==> config.mk <==
export PLATFORM = sky130hd
export DESIGN_NAME = seg_scan_engine
export DESIGN_NICKNAME = d
export VERILOG_FILES = /design/src/rtl/seg_pkg.sv /design/src/rtl/glyph_to_seg.sv /design/src/rtl/seg_scan_engine.sv
export SDC_FILE = /design/constraint.sdc
export NUM_CORES = 1
export LEC_CHECK = 0
export CORE_MARGIN = 4
export CORE_UTILIZATION = 50
export DETAILED_ROUTE_END_ITERATION = 12
export PLACE_DENSITY = 0.77
export SLEW_MARGIN = 30
export SYNTH_ARGS = -nofsm -noshare
export SYNTH_HDL_FRONTEND = slang
export SYNTH_HIERARCHICAL = 1
export SYNTH_SLANG_ARGS = --single-unit
==> constraint.sdc <==
create_clock -name clk -period 6.02 [get_ports clk]
set_clock_uncertainty 0.05 [all_clocks]
set_input_delay 0.602 -clock clk [delete_from_list [all_inputs] [get_ports clk]]
set_output_delay 0.602 -clock clk [all_outputs]
set_load 0.005 [all_outputs]
==> src/rtl/seg_pkg.sv <==
// seg_pkg: shared types and constants for the seven-segment display path.
//   mode_e      : display mode as presented on the mode input
//   GLY_*       : glyph codes above the hex range (0x00-0x0F are hex digits)
//   SEG_BLANK   : all segments and the decimal point dark (active-low)
package seg_pkg;

  typedef enum logic [1:0] {
    MODE_OFF    = 2'b00,
    MODE_STATIC = 2'b01,
    MODE_SCROLL = 2'b10,
    MODE_BLINK  = 2'b11
  } mode_e;

  localparam logic [5:0] GLY_DASH  = 6'h10;
  localparam logic [5:0] GLY_P     = 6'h11;
  localparam logic [5:0] GLY_H     = 6'h12;
  localparam logic [5:0] GLY_L     = 6'h13;
  localparam logic [5:0] GLY_U     = 6'h14;
  localparam logic [5:0] GLY_N     = 6'h15;
  localparam logic [5:0] GLY_BLANK = 6'h3F;

  localparam logic [7:0] SEG_BLANK = 8'hFF;
  localparam logic [6:0] SEG7_OFF  = 7'h7F;

endpackage

==> src/rtl/glyph_to_seg.sv <==
// glyph_to_seg: combinational glyph decoder, 6-bit code to active-low
// segments [0]=a .. [6]=g. Codes outside the defined set decode to blank.
//   i_code : glyph code
//   o_seg  : active-low segment pattern (no decimal point)
module glyph_to_seg
  import seg_pkg::*;
(
  input  logic [5:0] i_code,
  output logic [6:0] o_seg
);

  // Patterns are written active-high (gfedcba) for readability, then inverted.
  logic [6:0] w_on;

  always_comb begin
    w_on = 7'h00;
    case (i_code)
      6'h00:    w_on = 7'h3F;
      6'h01:    w_on = 7'h06;
      6'h02:    w_on = 7'h5B;
      6'h03:    w_on = 7'h4F;
      6'h04:    w_on = 7'h66;
      6'h05:    w_on = 7'h6D;
      6'h06:    w_on = 7'h7D;
      6'h07:    w_on = 7'h07;
      6'h08:    w_on = 7'h7F;
      6'h09:    w_on = 7'h6F;
      6'h0A:    w_on = 7'h77;
      6'h0B:    w_on = 7'h7C;
      6'h0C:    w_on = 7'h39;
      6'h0D:    w_on = 7'h5E;
      6'h0E:    w_on = 7'h79;
      6'h0F:    w_on = 7'h71;
      GLY_DASH: w_on = 7'h40;
      GLY_P:    w_on = 7'h73;
      GLY_H:    w_on = 7'h76;
      GLY_L:    w_on = 7'h38;
      GLY_U:    w_on = 7'h3E;
      GLY_N:    w_on = 7'h54;
      default:  w_on = 7'h00;
    endcase
  end

  assign o_seg = ~w_on;

endmodule

==> src/rtl/seg_scan_engine.sv <==
// seg_scan_engine: N-digit multiplexed seven-segment scan engine with
// OFF / STATIC / SCROLL / BLINK modes. Mode and buffer contents are sampled
// only at frame boundaries so a frame is never drawn from mixed data.
//   clk, rst    : clock, synchronous active-high reset
//   mode        : requested display mode (seg_pkg::mode_e encoding)
//   glyphs      : glyph codes, digit i at [6i+5:6i]
//   dp_mask     : decimal point per digit (1 = lit)
//   blink_mask  : digits blanked during the blink-off phase
//   dig         : active-low digit enables, at most one low
//   seg         : active-low segments, [7] = decimal point
//   frame_pulse : one-cycle pulse the cycle after each frame end
module seg_scan_engine
  import seg_pkg::*;
#(
  parameter int NUM_DIGITS    = 8,
  parameter int DIG_TICKS     = 100000,
  parameter int SCROLL_FRAMES = 125,
  parameter int BLINK_FRAMES  = 62
) (
  input  logic                    clk,
  input  logic                    rst,
  input  logic [1:0]              mode,
  input  logic [6*NUM_DIGITS-1:0] glyphs,
  input  logic [NUM_DIGITS-1:0]   dp_mask,
  input  logic [NUM_DIGITS-1:0]   blink_mask,
  output logic [NUM_DIGITS-1:0]   dig,
  output logic [7:0]              seg,
  output logic                    frame_pulse
);

  localparam int IW = $clog2(NUM_DIGITS);
  localparam int PW = $clog2(DIG_TICKS);
  localparam int SW = (SCROLL_FRAMES > 1) ? $clog2(SCROLL_FRAMES) : 1;
  localparam int BW = (BLINK_FRAMES > 1) ? $clog2(BLINK_FRAMES) : 1;

  logic [PW-1:0]           r_pcnt;
  logic [IW-1:0]           r_idx;
  logic                    r_frame_pulse;
  mode_e                   r_cur_mode;
  logic [IW-1:0]           r_ofs;
  logic [SW-1:0]           r_scnt;
  logic [BW-1:0]           r_bcnt;
  logic                    r_blink_phase;
  logic [6*NUM_DIGITS-1:0] r_glyph_sh;
  logic [NUM_DIGITS-1:0]   r_dp_sh;
  logic [NUM_DIGITS-1:0]   r_bl_sh;
  logic [NUM_DIGITS-1:0]   r_dig;
  logic [7:0]              r_seg;

  logic                    w_tick;
  logic                    w_frame_end;
  mode_e                   w_mode_in;
  logic [IW:0]             w_sum;
  logic [IW:0]             w_sel_full;
  logic [IW-1:0]           w_sel;
  logic [5:0]              w_glyph_arr [NUM_DIGITS];
  logic [5:0]              w_glyph;
  logic [6:0]              w_seg7;
  logic                    w_blank;

  assign w_tick      = (r_pcnt == PW'(DIG_TICKS - 1));
  assign w_frame_end = w_tick && (r_idx == IW'(NUM_DIGITS - 1));
  assign w_mode_in   = mode_e'(mode);

  // Marquee rotation: position p shows buffer slot (p + ofs) mod N.
  // Both operands are < N, so one conditional subtract is enough.
  assign w_sum      = {1'b0, r_idx} + {1'b0, r_ofs};
  assign w_sel_full = (w_sum >= (IW+1)'(NUM_DIGITS)) ? w_sum - (IW+1)'(NUM_DIGITS) : w_sum;
  assign w_sel      = w_sel_full[IW-1:0];

  for (genvar gi = 0; gi < NUM_DIGITS; gi++) begin : g_glyph_slice
    assign w_glyph_arr[gi] = r_glyph_sh[6*gi +: 6];
  end

  assign w_glyph = w_glyph_arr[w_sel];

  glyph_to_seg u_decode (
    .i_code (w_glyph),
    .o_seg  (w_seg7)
  );

  // dp and blink bits follow the physical position, not the rotated glyph.
  assign w_blank = (r_cur_mode == MODE_OFF) ||
                   ((r_cur_mode == MODE_BLINK) && r_blink_phase && r_bl_sh[r_idx]);

  always_ff @(posedge clk) begin
    if (rst) begin
      r_pcnt        <= '0;
      r_idx         <= '0;
      r_frame_pulse <= 1'b0;
      r_cur_mode    <= MODE_OFF;
      r_ofs         <= '0;
      r_scnt        <= '0;
      r_bcnt        <= '0;
      r_blink_phase <= 1'b0;
      r_glyph_sh    <= '0;
      r_dp_sh       <= '0;
      r_bl_sh       <= '0;
      r_dig         <= '1;
      r_seg         <= SEG_BLANK;
    end else begin
      r_pcnt        <= w_tick ? '0 : r_pcnt + 1'b1;
      r_frame_pulse <= w_frame_end;
      if (w_tick) begin
        r_idx <= (r_idx == IW'(NUM_DIGITS - 1)) ? '0 : r_idx + 1'b1;
      end

      if (w_frame_end) begin
        r_cur_mode <= w_mode_in;
        r_glyph_sh <= glyphs;
        r_dp_sh    <= dp_mask;
        r_bl_sh    <= blink_mask;

        // Period counting uses the mode in force for the frame just ended;
        // a capture that leaves SCROLL/BLINK overrides any step on this edge.
        if (w_mode_in != MODE_SCROLL) begin
          r_ofs  <= '0;
          r_scnt <= '0;
        end else if (r_cur_mode == MODE_SCROLL) begin
          if (r_scnt == SW'(SCROLL_FRAMES - 1)) begin
            r_scnt <= '0;
            r_ofs  <= (r_ofs == IW'(NUM_DIGITS - 1)) ? '0 : r_ofs + 1'b1;
          end else begin
            r_scnt <= r_scnt + 1'b1;
          end
        end

        if (w_mode_in != MODE_BLINK) begin
          r_blink_phase <= 1'b0;
          r_bcnt        <= '0;
        end else if (r_cur_mode == MODE_BLINK) begin
          if (r_bcnt == BW'(BLINK_FRAMES - 1)) begin
            r_bcnt        <= '0;
            r_blink_phase <= ~r_blink_phase;
          end else begin
            r_bcnt <= r_bcnt + 1'b1;
          end
        end
      end

      // Outputs follow idx with one cycle of skew.
      if (r_cur_mode == MODE_OFF) begin
        r_dig <= '1;
        r_seg <= SEG_BLANK;
      end else begin
        r_dig <= ~(NUM_DIGITS'(1) << r_idx);
        r_seg <= w_blank ? SEG_BLANK : {~r_dp_sh[r_idx], w_seg7};
      end
    end
  end

  assign dig         = r_dig;
  assign seg         = r_seg;
  assign frame_pulse = r_frame_pulse;

endmodule

### Word-level counts from Yosys, hierarchy flattened

Memories as Yosys holds them, arrays and structs flattened.
Index checks and enable logic that the tools add are counted.

| word-level totals | value |
|---|---|
| memory bits (read-only) | 224 |
| register bits | 120 |
| word-level logic and storage cells | 78 |
| output and inout bits | 17 |
| memories | 1 |
| input bits | 68 |

| operators by class | value |
|---|---|
| equal/unequal tests | 9 |
| reduce and logical (&&, ||, !) cells | 16 |
| bitwise logic cells | 5 |
| order comparisons | 3 |
| mux-type cells | 23 |
| add/sub/neg operators | 7 |
| shift-type cells | 1 |

Memories:

| name | depth | bits a word | read ports | clocked after memory_dff | wr ports | RTL line | source |
|---|---|---|---|---|---|---|---|
| (no name shown) | 32 | 7 | 1 | 0 | 0 | glyph_to_seg.sv:17 | `case (i_code)` |

Operators by type and width:

| cell | count |
|---|---|
| 6-bit 2-to-1 mux | 5 |
| 7-bit 2-to-1 mux | 4 |
| 6-bit binary-select mux with 3-bit select | 1 |
| 3-bit 2-to-1 mux | 6 |
| 17-bit by 1-bit adder with 17-bit output, second input constant | 1 |
| 17-bit equality test, second input constant | 1 |
| 4-bit >= comparator, second input constant | 2 |
| 8-bit NOT | 1 |
| 2-bit nonzero test | 4 |
| 1-bit by 3-bit << shifter with 8-bit output, first input constant | 1 |
| 7-bit by 1-bit adder with 7-bit output, second input constant | 1 |
| 7-bit equality test, second input constant | 1 |
| 7-bit NOT | 1 |
| 3-bit by 1-bit adder with 3-bit output, second input constant | 2 |
| 6-bit by 1-bit adder with 6-bit output, second input constant | 1 |
| 1-bit binary-select mux with 3-bit select | 2 |
| 3-bit equality test, second input constant | 2 |
| 6-bit equality test, second input constant | 1 |
| 3-bit AND reduction | 2 |
| 1-bit 2-to-1 mux | 5 |
| 3-bit by 3-bit adder with 4-bit output | 1 |
| 2-bit equality test, second input constant | 2 |
| 3-bit by 4-bit less-than comparator with 1-bit output, second input constant | 1 |
| 2-bit inequality test, second input constant | 2 |
| 9 further kinds | 14 |

### Logic depth before layout (Yosys ltp)

An unclocked memory read counts as a cell.

| logic depth | value |
|---|---|
| depth after elaboration | 10 |
| gate-level depth with buffers | 15 |
| depth with buffers taken out | 13 |

### Hierarchy

Netlist, hierarchy kept.

Modules (own cells, without submodules):

| module | sequential area each (um^2) | area each (um^2) | times used | cells an instance |
|---|---|---|---|---|
| seg_scan_engine | 2402.3 | 5123.7 | 1 | 490 |
| glyph_to_seg | 0.0 | 459.2 | 1 | 61 |

### Least setup slack after synthesis

Ideal clock, no wire load.

| timing | value |
|---|---|
| path type | reg2reg |
| from | register r_idx[1] |
| to | register r_seg[3] (netlist: seg[3]) |
| cell stages (with the launch flop) | 15 |
| arrival | 3803 ps |
| setup time | 127 ps |
| buffers on the path | 2 |
| required time | 5843 ps |
| path slack | 2040 ps |
| cell sequence | dfxtp_1 > inv_1 > fa_1 > xor3_1 > buf_2 > buf_2 > mux2i_1 > a22o_1 > nor2_1 > inv_1 > ha_1 > inv_1 > mux4_2 > a211o_1 > or3_1 |

| between the ends | value |
|---|---|
| longest elaborated chain between the ends | 10 |
| elaborated cells between the ends (all ways) | 16 |

Ends and longest elaborated chain:

| item | RTL line | source |
|---|---|---|
| from (decl) | seg_scan_engine.sv:37 | `logic [IW-1:0] r_idx;` |
| from (signal assigned) | seg_scan_engine.sv:105 | `r_idx <= (r_idx == IW'(NUM_DIGITS - 1)) ? '0 : r_idx + 1'b1;` |
| 3-bit by 3-bit adder with 4-bit output * | seg_scan_engine.sv:67 | `assign w_sum = {1'b0, r_idx} + {1'b0, r_ofs};` |
| 4-bit >= comparator / 3-bit by 1-bit subtractor with 3-bit output (equally long branches) | seg_scan_engine.sv:68 | `assign w_sel_full = (w_sum >= (IW+1)'(NUM_DIGITS)) ? w_sum - (IW+1)'(NUM_DIGITS) : w_sum;` |
| 3-bit 2-to-1 mux * | seg_scan_engine.sv:68 |  |
| 3-bit NOT with 4-bit output (implied by the code) * | seg_scan_engine.sv:75 | `assign w_glyph = w_glyph_arr[w_sel];` |
| 6-bit binary-select mux with 3-bit select * | seg_scan_engine.sv:75 |  |
| 6-bit 2-to-1 mux (implied by the code) * (2 in a row) | seg_scan_engine.sv:75 |  |
| net w_glyph[1] | seg_scan_engine.sv:57 | `logic [5:0] w_glyph;` |
| memory 32 x 7 bit * | -- |  |
| 7-bit 2-to-1 mux * | glyph_to_seg.sv:17 |  |
| 7-bit NOT * | glyph_to_seg.sv:44 | `assign o_seg = ~w_on;` |
| net w_seg7[3] | seg_scan_engine.sv:58 | `logic [6:0] w_seg7;` |
| to (signal assigned) | seg_scan_engine.sv:147 | `r_seg <= w_blank ? SEG_BLANK : {~r_dp_sh[r_idx], w_seg7};` |
| to (decl) | seg_scan_engine.sv:48 | `logic [7:0] r_seg;` |

Mark *: on every way through the listed nets, which the timed path passes. The rest lies on a longest branch. The select of a mux whose other input is x is not followed.
A chain may end at the register's enable or synchronous reset.

### Worst setup path after layout

| timing | value |
|---|---|
| from | register r_idx[0] |
| to | register r_seg[3] (netlist: seg[3]) |

The elaborated chain is that of the path after synthesis.

==> qor.yml <==
worst_setup_path:
  worst_setup_path_type: "reg2reg"
  cp.arrival_ns: 5.23
  critical_path.cell_chain: "ha_1 > inv_1 > fa_1 > xor3_1 > buf_4 > mux2i_1 > a22o_1 > nor2_1 > inv_1 > ha_1 > inv_1 > mux4_2 > a211o_1 > or3_1"
  setup.worst_path.end_class: "register"
  start_kind: "register"
  timing.critical_path.required_ns: 6.37
  worstPathBufferInverterCount: 4
  worst_path_dominant_cell_family: "adder cells"
  critPathMaxStageDelay_ns: 0.63
  timing.critical_path.mode_cell: "sky130_fd_sc_hd__inv_1"
  path_max_fanout: 12
  cp_slowest_cell: "sky130_fd_sc_hd__xor3_1"
timing:
  rsz0062_at_grt: "no"
  share_of_the_clock_period_used_by_the_worst_path_pct: 81.1
  finalHoldWorstSlack_ns: 0.410
  maxClockFrequency_mhz: 205
  worst_slew_margin_rel_pct: 33.8
  hold_viol_final: 0
  setup_viol_count_final: 0
  max_slew.worst_pin.slew_ns: 0.989
  period_needed_ns: 4.88
  finalMaxSlewViolations: 0
  setup_total_negative_slack_ns: 0
floorplanning:
  initial_utilization_pct: 51.3
  fp.coreArea_um2: 10900
  rows: 38
  chipHeight_um: 114
  top_level_ports: 85
  die_width_um: 114
  die_ar_um2: 12900
yosys:
  synth_flop_cell: "sky130_fd_sc_hd__dfxtp_1"
  mean_cell_area_of_the_mapped_netlist_um2: 10.1
  syn_nets: 641
  postSynth.asyncResetShare_pct: 0
  synth-adder-area-share_pct: 5.06
  synth_sequential_area_ratio_pct: 43.0
  post_synth_inst_count: 551
  synth.ff_latch_count: 120
  synth_compound_area_share_pct: 21.5
  combinational_family_with_the_most_area_after_synthesis: "compound AO/OA/AOI/OAI gates"
  syn_area_um2: 5580
  synth-simple-area-share_pct: 15.2
  synth_edf_count: 0
  ys_types: 68
  synthesis.yosys.warnings: 6
  post_synth_xor_area_fraction_pct: 2.47
  synthMuxAreaShare_pct: 7.62
place:
  hpwlAfterDp_um: 9200
  placedInstanceArea_um2: 6430
  io_buffers: 84
  gp_routability_congestion: 0.885
layout:
  final_nets: 712
  design_area_um2: 7010
  antenna-diode-count: 0
  drive_gt1_share_pct: 8.99
  finalCoreUtilization_pct: 64.4
  layout-area-overhead-vs-synth_pct: 25.6
clocking:
  numCtsBuffers: 17
  htreeDepth: 4
  cts_tree: "done"
  clkLatencyLatePin_ns: 0.52
  post_cts_hold_buffer_count: 0
  clk_pin_slew_worst_paths_ns: 0.06
  postCtsResizedCells: 0
  clock_sinks: 120
  clock_tree.buffer_depth: 2
  clock_tree.root_cell: "sky130_fd_sc_hd__clkbuf_8"
  cts_setup_buffers: 0
power:
  pwr_density_cell_nw_per_um2: 264
  power_uw: 1850
  leakage_uw: 0.00272
  peakVddDrop_v: 0.000134
detailed_routing:
  route.vias.total: 4621
  route.final.wire_length_um: 13300
  remaining_drc_errors: 0
  drt-initial-drc-count: 195
  avgRoutedWirePerCell_um: 17.2
  antenna_left: 0
  viasPerCell: 5.97
  drt_pre_antenna_iters: 6
grt:
  grtUsageTotal_pct: 21.2
  grt_start_max_net_pins: 68
  global_route_wire_length_before_repair_um: 22000
  vias_in_the_first_global_route: 4605
  grt_antenna_before_repair: 0
  global_route_congestion_overflow_total: 0
hold_path:
  hold_class: "reg2reg"
outcome:
  status: "finished clean"
run:
  maxCapViolCount: 0
## cell usage after synthesis, types with 5 or more instances
master                     number  area, µm²
sky130_fd_sc_hd__o32ai_1        6       52.6
sky130_fd_sc_hd__mux4_2         5        113
sky130_fd_sc_hd__nor2_1        32        120
sky130_fd_sc_hd__inv_1         20       75.1
sky130_fd_sc_hd__nand3_1       17       85.1
sky130_fd_sc_hd__nand4_1        7       43.8
sky130_fd_sc_hd__clkbuf_1       9       33.8
sky130_fd_sc_hd__o31ai_1        6       45.0
sky130_fd_sc_hd__a22o_1        79        692
sky130_fd_sc_hd__or3_1         11       68.8
sky130_fd_sc_hd__xor2_1         5       43.8
sky130_fd_sc_hd__mux2i_1       29        290
sky130_fd_sc_hd__nor3_1        10       50.1
sky130_fd_sc_hd__a21oi_1       12       60.1
sky130_fd_sc_hd__buf_4          9       67.6
sky130_fd_sc_hd__o21ai_0        8       40.0
sky130_fd_sc_hd__ha_1          21        263
sky130_fd_sc_hd__buf_2         15       75.1
sky130_fd_sc_hd__a211oi_1       8       60.1
sky130_fd_sc_hd__nand2_1       29        109
sky130_fd_sc_hd__nor2b_1        8       50.1
sky130_fd_sc_hd__dfxtp_1      120       2400
sky130_fd_sc_hd__xnor2_1        8       70.1
sky130_fd_sc_hd__or4_1          8       60.1
## logic make-up (layout without fill, tap and decap cells)
group | count (synthesis) | in the layout
compound gates | 149 | 149
xor+xnor | 14 | 14
fa+ha+maj | 22 | 22
buf+inv | 58 | 141
flops | 120 | 120
mux | 36 | 36
simple gates | 152 | 152
## worst register-to-register path: cells and delay by family, from the launching register on
kind	cells	cell delay, ns
simple gates	2	0.88
buf+inv	4	0.60
compound gates	2	0.54
xor+xnor	1	0.63
flops	1	0.58
fa+ha+maj	3	0.94
mux	2	0.55
## flip-flops by register name, summed over array words and instances, names as in the netlist, 2 cells and up
name / flops
r_bl_sh: 8
r_idx: 3
r_dp_sh: 8
r_pcnt: 17
r_cur_mode: 2
r_ofs: 3
r_bcnt: 6
r_scnt: 7
seg: 8
r_glyph_sh: 48
dig: 8
## metal layers
layer / global-route usage (%) / vias up / part of all wire, %
met4: 7.13 / 0 / 2.1
met3: 5.41 / 35 / 5.0
met5: 0 / - / 0
li1: - / 2209 / -
met1: 27.7 / 2220 / 45
met2: 34.4 / 157 / 48
## layout by cell type, fill, tap and decap left out, types with 2 or more instances in the layout
| cell | netlist | final |
|---|---|---|
| sky130_fd_sc_hd__a211o_1 | 3 | 3 |
| sky130_fd_sc_hd__a211oi_1 | 8 | 8 |
| sky130_fd_sc_hd__a21o_1 | 2 | 2 |
| sky130_fd_sc_hd__a21oi_1 | 12 | 12 |
| sky130_fd_sc_hd__a221oi_1 | 4 | 4 |
| sky130_fd_sc_hd__a22o_1 | 79 | 79 |
| sky130_fd_sc_hd__and2_1 | 4 | 4 |
| sky130_fd_sc_hd__and3_1 | 3 | 3 |
| sky130_fd_sc_hd__and4_1 | 4 | 4 |
| sky130_fd_sc_hd__buf_4 | 9 | 5 |
| sky130_fd_sc_hd__bufinv_16 | 0 | 3 |
| sky130_fd_sc_hd__clkbuf_16 | 0 | 16 |
| sky130_fd_sc_hd__clkdlybuf4s50_1 | 0 | 84 |
| sky130_fd_sc_hd__clkinv_2 | 0 | 4 |
| sky130_fd_sc_hd__clkinvlp_4 | 0 | 5 |
| sky130_fd_sc_hd__dfxtp_1 | 120 | 120 |
| sky130_fd_sc_hd__ha_1 | 21 | 21 |
| sky130_fd_sc_hd__inv_1 | 20 | 20 |
| sky130_fd_sc_hd__mux2_2 | 2 | 2 |
| sky130_fd_sc_hd__mux2i_1 | 29 | 29 |
| sky130_fd_sc_hd__mux4_2 | 5 | 5 |
| sky130_fd_sc_hd__nand2_1 | 29 | 29 |
| sky130_fd_sc_hd__nand3_1 | 17 | 17 |
| sky130_fd_sc_hd__nand4_1 | 7 | 7 |
| sky130_fd_sc_hd__nor2_1 | 32 | 31 |
| sky130_fd_sc_hd__nor2b_1 | 8 | 8 |
| sky130_fd_sc_hd__nor3_1 | 10 | 10 |
| sky130_fd_sc_hd__nor3b_1 | 2 | 2 |
| sky130_fd_sc_hd__o21ai_0 | 8 | 8 |
| sky130_fd_sc_hd__o21ai_1 | 4 | 3 |
| sky130_fd_sc_hd__o21bai_1 | 2 | 2 |
| sky130_fd_sc_hd__o31ai_1 | 6 | 6 |
| sky130_fd_sc_hd__o32ai_1 | 6 | 6 |
| sky130_fd_sc_hd__or2_2 | 4 | 4 |
| sky130_fd_sc_hd__or3_1 | 11 | 11 |
| sky130_fd_sc_hd__or4_1 | 8 | 8 |
| sky130_fd_sc_hd__xnor2_1 | 8 | 8 |
| sky130_fd_sc_hd__xor2_1 | 5 | 5 |
## final timing paths
kind	startpoint	endpoint	slack (ns)	cells past startpoint
setup / recovery	r_idx[0]	seg[3]	1.14	14
hold / removal	r_pcnt[0]	r_pcnt[0]	0.41	1
setup reg to reg	r_idx[0]	seg[3]	1.14	14
hold reg to reg	r_pcnt[0]	r_pcnt[0]	0.41	1
## per-stage QoR
step,instances,setup WS [ns]
6_report,774,1.14
2_1_floorplan,551,2.04
3_5_place_dp,743,1.20
4_1_cts,774,1.13
5_1_grt,774,0.800
3_3_place_gp,743,1.39
## power breakdown
group	internal (µW)	switching [µW]	leakage, µW
registers	796	1.83	0.000967
logic	42.7	26.9	0.00148
clock network	624	360	0.000268
total	1460	389	0.00272
## layout make-up
| cell class | instances | area [µm²] |
|---|---|---|
| multi-input combinational | 373 | 2900 |
| timing repair buffer | 89 | 878 |
| inverter | 21 | 78.8 |
| sequential | 120 | 2400 |
| clock buffer | 18 | 418 |
| tap | 140 | 175 |
| fill | 848 | 3880 |
| clock inverter | 13 | 156 |
No activity file was read; power rests on OpenSTA's default activity.
==> variant 1, RTL diff (same settings) <==
Compare `r_bcnt` against `BW'(BLINK_FRAMES - 1)` with >= in place of ==.
--- a/src/rtl/seg_scan_engine.sv
+++ b/src/rtl/seg_scan_engine.sv
@@ -131,3 +131,3 @@
         end else if (r_cur_mode == MODE_BLINK) begin
-          if (r_bcnt == BW'(BLINK_FRAMES - 1)) begin
+          if (r_bcnt >= BW'(BLINK_FRAMES - 1)) begin
             r_bcnt        <= '0;
Formal check against the unedited RTL: same outputs for any inputs over 10 cycles, from zero or initial values and one cycle with rst high; that may be too few to reach the edited logic, so the function may still have changed.
==> variant 1 against the unedited design <==
Final area rose by 5.9%; sequential cell count did not move; worst setup slack got worse by 0.13 ns; critical path depth did not move; critical path type unchanged; area after synthesis rose by 7.9%; core utilization fell by 0.49 points; power barely moved; clock power rose by 0.4%; cell count rose by 18%; wire length rose by 15%.
==> variant 1: results (changes against the unedited design) <==
Timing
  • Final WS setup: 1.005 ns (-0.1315 ns)
  • Slew HR: 38.85% (+5.0 points)
  • Hold slack: 0.4240 ns (+0.01440 ns)

Logic synthesis
  • Syn avg cell area: 8.554 um2 (-16%)
  • Sequential area share after synthesis: 39.89% (-3.1 points)
  • Mux contribution to synthesized area: 6.711% (-0.91 points)
  • Synth top cells by count: dfxtp_1, nand3_1, a21oi_1
  • Synth Area in Compound Gates: 20.96% (-0.55 points)
  • Syn nets: 795 (+24%)
  • Post-Synth Adder-Cell Area: 4.903% (-0.16 points)
  • Area contributors post-synth: dfxtp_1, nand3_1, a21oi_1
  • Synth unique cells: 66 (-2.9%)

Outcome
  • Status: finished, final reports clean

Global route
  • Number of global-route vias before repair: 5330 (+16%)
  • GRT met3 Usage: 5.238% (-0.17 points)
  • GRT Total Usage: 22.12% (+0.90 points)
  • Largest net degree at the start of global routing: 49 (-28%)
  • Met1 Use GR: 29.12% (+1.4 points)
  • First-pass GRT wire length: 25760 um (+17%)
  • GR Layer Usage met2: 35.47% (+1.1 points)

Final layout
  • Final non-filler cell total: 912 (+18%)
  • Nets: 849 (+19%)
  • Share of cells above drive strength 1: 7.022% (-2.0 points)
  • Layout area overhead: 23.23%

Worst setup path
  • Crit path largest cell delay: 0.77 ns (+0.14 ns)
  • Arr. time, crit path: 5.25 ns (+0.02 ns)
  • CP max FO: 14 (+2)

Clock tree
  • Clk_lat worst skew: 0.41 ns (-0.11 ns)
  • Clock root cell: clkbuf_16

Routing
  • Post-Route WL: 15300 um (+15%)
  • Drt first-iter violations: 489 (+150%)
  • Met2 routed WL: 7312 um (+15%)
  • Pre-Repair DR Iteration Count: 5 (-1)
  • Via count: 5499 (+19%)

Worst hold path
  • Hold depth: 2 (+1)
  • Worst Hold Path EP: r_bl_sh[0]$_SDFFE_PP0P_
  • HP Start: r_bl_sh[0]$_SDFFE_PP0P_

Placement
  • Placed Cells incl. Taps: 882 (+19%)
  • Setup slack at placement: 1.031 ns (-0.1739 ns)
  • Placed Area: 6844 um2 (+6.4%)
  • Final GP Congestion: 0.8882 (+0.34%)

Power and ir drop
  • Combinational logic power: 0.0662 mW (-4.9%)
  • Pwr per Cell Area: 249.7 nW/um2 (-5.4%)
## variant 1: cell types whose count changed after synthesis, moves of 4 or more
| cell | delta |
|---|---|
| or4_1 | -5 |
| nor4_1 | +6 |
| a21oi_1 | +63 |
| buf_4 | -5 |
| inv_1 | +4 |
| o21ai_0 | +65 |
| clkbuf_1 | +29 |
| a22o_1 | -66 |
| nand2_1 | +4 |
| nand3_1 | +63 |
| a211oi_1 | -4 |
| o31ai_1 | -4 |
## variant 1: area by class of cell
cell class,instances,share of cell area [%]
clock buffer,28,6.963
clock inverter,2,0.8093
inverter,24,1.214
multi-input combinational,503,44.16
sequential,120,32.37
timing repair buffer,92,12.07
tap,143,2.411
## variant 1: worst max-delay path: cells and delay by family, from the launching register on
kind                     cells  cell delay, ns
AO/OA/AOI/OAI                2            0.50
XOR/XNOR                     1            0.77
adder cells (fa/ha/maj)      3            0.95
buffers and inverters        4            0.63
flip-flops                   1            0.61
multiplexers                 2            0.56
AND/OR/NAND/NOR              2            0.83
==> variant 2, RTL diff (same settings) <==
Made on the original files. Set the parameter `SCROLL_FRAMES` to 250 (it was 125).
--- a/src/rtl/seg_scan_engine.sv
+++ b/src/rtl/seg_scan_engine.sv
@@ -16,3 +16,3 @@
   parameter int DIG_TICKS     = 100000,
-  parameter int SCROLL_FRAMES = 125,
+  parameter int SCROLL_FRAMES = 250,
   parameter int BLINK_FRAMES  = 62
Function: same outputs for any inputs over 10 cycles, from zero or initial values and one cycle with rst high; that may be too few to reach the edited logic, so the function may still have changed.
==> variant 2 against the unedited design <==
Final area up 0.89%; via count fell by 0.78%; largest power group unchanged; worst setup slack improved by 0.12 ns; sequential cell count is 1 higher; area after synthesis increased by 0.38%; wire length up 0.87%; power rose by 6.7%.
==> variant 2: results (changes against the unedited design) <==
Outcome
  • Status: finished, final reports clean

Global route
  • GRT Total Usage: 21.28% (+0.064 points)
  • First-pass GRT wire length: 22170 um (+0.72%)
  • Antenna violations before repair: 0 (unchanged)
  • Largest net degree at the start of global routing: 68 (unchanged)
  • Number of global-route vias before repair: 4482 (-2.7%)

Clock tree
  • Clock root cell: clkbuf_8
  • Clock Path Buffers: 2 (unchanged)
  • Setup bufs post-CTS: 0 (unchanged)
  • H-tree levels: 4 (unchanged)
  • Clk slew on worst S/H paths: 0.06 ns (about the same)
  • Num CTS Buffers: 17 (unchanged)
  • Post_cts resized: 0 (unchanged)
  • Clk_lat worst skew: 0.52 ns (about the same)

Logic synthesis
  • Synth Flop Type: dfxtp_1
  • Sequential area share after synthesis: 43.22% (+0.19 points)
  • Synth unique cells: 67 (-1.5%)
  • Ys Warns: 6 (unchanged)
  • Synth top cells by count: dfxtp_1, a22o_1, nor2_1
  • Syn nets: 632 (-1.4%)
  • Area contributors post-synth: dfxtp_1, a22o_1, mux2i_1
  • Ys async rst share: 0% (unchanged)

Worst setup path
  • CP max FO: 10 (-2)
  • Arr. time, crit path: 5.12 ns (-0.11 ns)
  • Crit-path slowest cell: dfxtp_1
  • Crit path largest cell delay: 0.59 ns (-0.04 ns)
  • Reg2Reg Setup Slack: 1.25 ns (+0.12 ns)
  • CP top delay family: adder cells

Final layout
  • Share of cells above drive strength 1: 7.668% (-1.3 points)
  • Diodes inserted: 0 (unchanged)
  • Fill count: 862 (+1.7%)
  • Top flop regs: r_glyph_sh (48), r_pcnt (17)
  • Nets: 704 (-1.1%)

Run
  • Total of max-cap violations: 0 (unchanged)

Placement
  • Placed Area: 6427 um2 (about the same)
  • Final GP Congestion: 0.8579 (-3.1%)
  • Post-DP HPWL: 9260 um (+0.68%)
  • PortBufs: 84 (unchanged)

Routing
  • Pre-Repair DR Iteration Count: 5 (-1)
  • Drt first-iter violations: 237 (+22%)
  • Post-Route WL: 13400 um (+0.87%)
  • Via count: 4585 (-0.78%)

Power and ir drop
  • Leakage: 2.771 nW (+1.9%)
  • Max rail drop VDD: 247.4 uV (+85%)

Timing
  • Slew HR: 44.76% (+11 points)
  • Hold slack: 0.4247 ns (+0.01511 ns)

Worst hold path
  • Hold Path Class: flip-flop to flip-flop
[variant 2: cell types whose count changed in the layout (fill, tap and decap cells not counted), sizes merged, moves of 4 or more]
cell / unedited run / this run
nand2: 29 / 22
o31ai: 6 / 13
a211oi: 8 / 2
clkbuf: 18 / 24
a21oi: 12 / 17
clkinv: 6 / 1
nand3: 18 / 13
clkinvlp: 5 / 1
nand4: 8 / 12
nor3: 10 / 6
nor4b: 2 / 6
or4: 8 / 12
[variant 2: worst paths after layout]
kind / from / endpoint / cells after the start
worst max-delay path: r_idx[0]$_SDFFE_PP0N_ / seg[3]$_SDFF_PP1_ / 14
worst min-delay path: r_pcnt[0]$_SDFF_PP0_ / r_pcnt[0]$_SDFF_PP0_ / 1
worst max register to register: r_idx[0]$_SDFFE_PP0N_ / seg[3]$_SDFF_PP1_ / 14
worst min register to register: r_pcnt[0]$_SDFF_PP0_ / r_pcnt[0]$_SDFF_PP0_ / 1
[variant 2: final cells by class]
cell class	instances	share of cell area, %
Clock inverter	7	2.300
Sequential cell	121	34.25
Timing Repair Buffer	87	12.21
Tap cell	140	2.477
Multi-Input combinational cell	370	41.08
Inverter	17	0.9022
Clock buffer	24	6.793
[variant 2: kinds of logic after synthesis]
| group | share of synthesized area, % |
|---|---|
| buffers and inverters | 5.247 |
| XOR/XNOR | 2.612 |
| AND/OR/NAND/NOR | 14.78 |
| multiplexers | 7.569 |
| flip-flops | 43.22 |
| adder cells (fa/ha/maj) | 5.046 |
| AO/OA/AOI/OAI | 21.52 |
[variant 2: stage by stage]
step / setup slack [ns] / instances / util (%)
final: 1.252 / 766 / 64.96
after global routing: 0.9399 / 766 / 64.96
after CTS: 1.274 / 766 / 64.94
after detailed placement: 1.290 / 735 / 59.03
after global placement: 1.426 / 735 / 58.97
after floorplan: 2.011 / 542 / -
[variant 2: per-layer routing]
metal / part of all wire (%) / track usage [%]
met3: 4.8 / 5.570
met4: 1.5 / 7.363
met2: 47 / 34.28
met1: 46 / 27.82
met5: 0 / 0
[variant 2: power breakdown]
part / internal, mW / total, mW / switching (mW)
clock network: 0.756 / 1.10 / 0.347
registers: 0.803 / 0.805 / 0.00170
logic: 0.0420 / 0.0676 / 0.0256
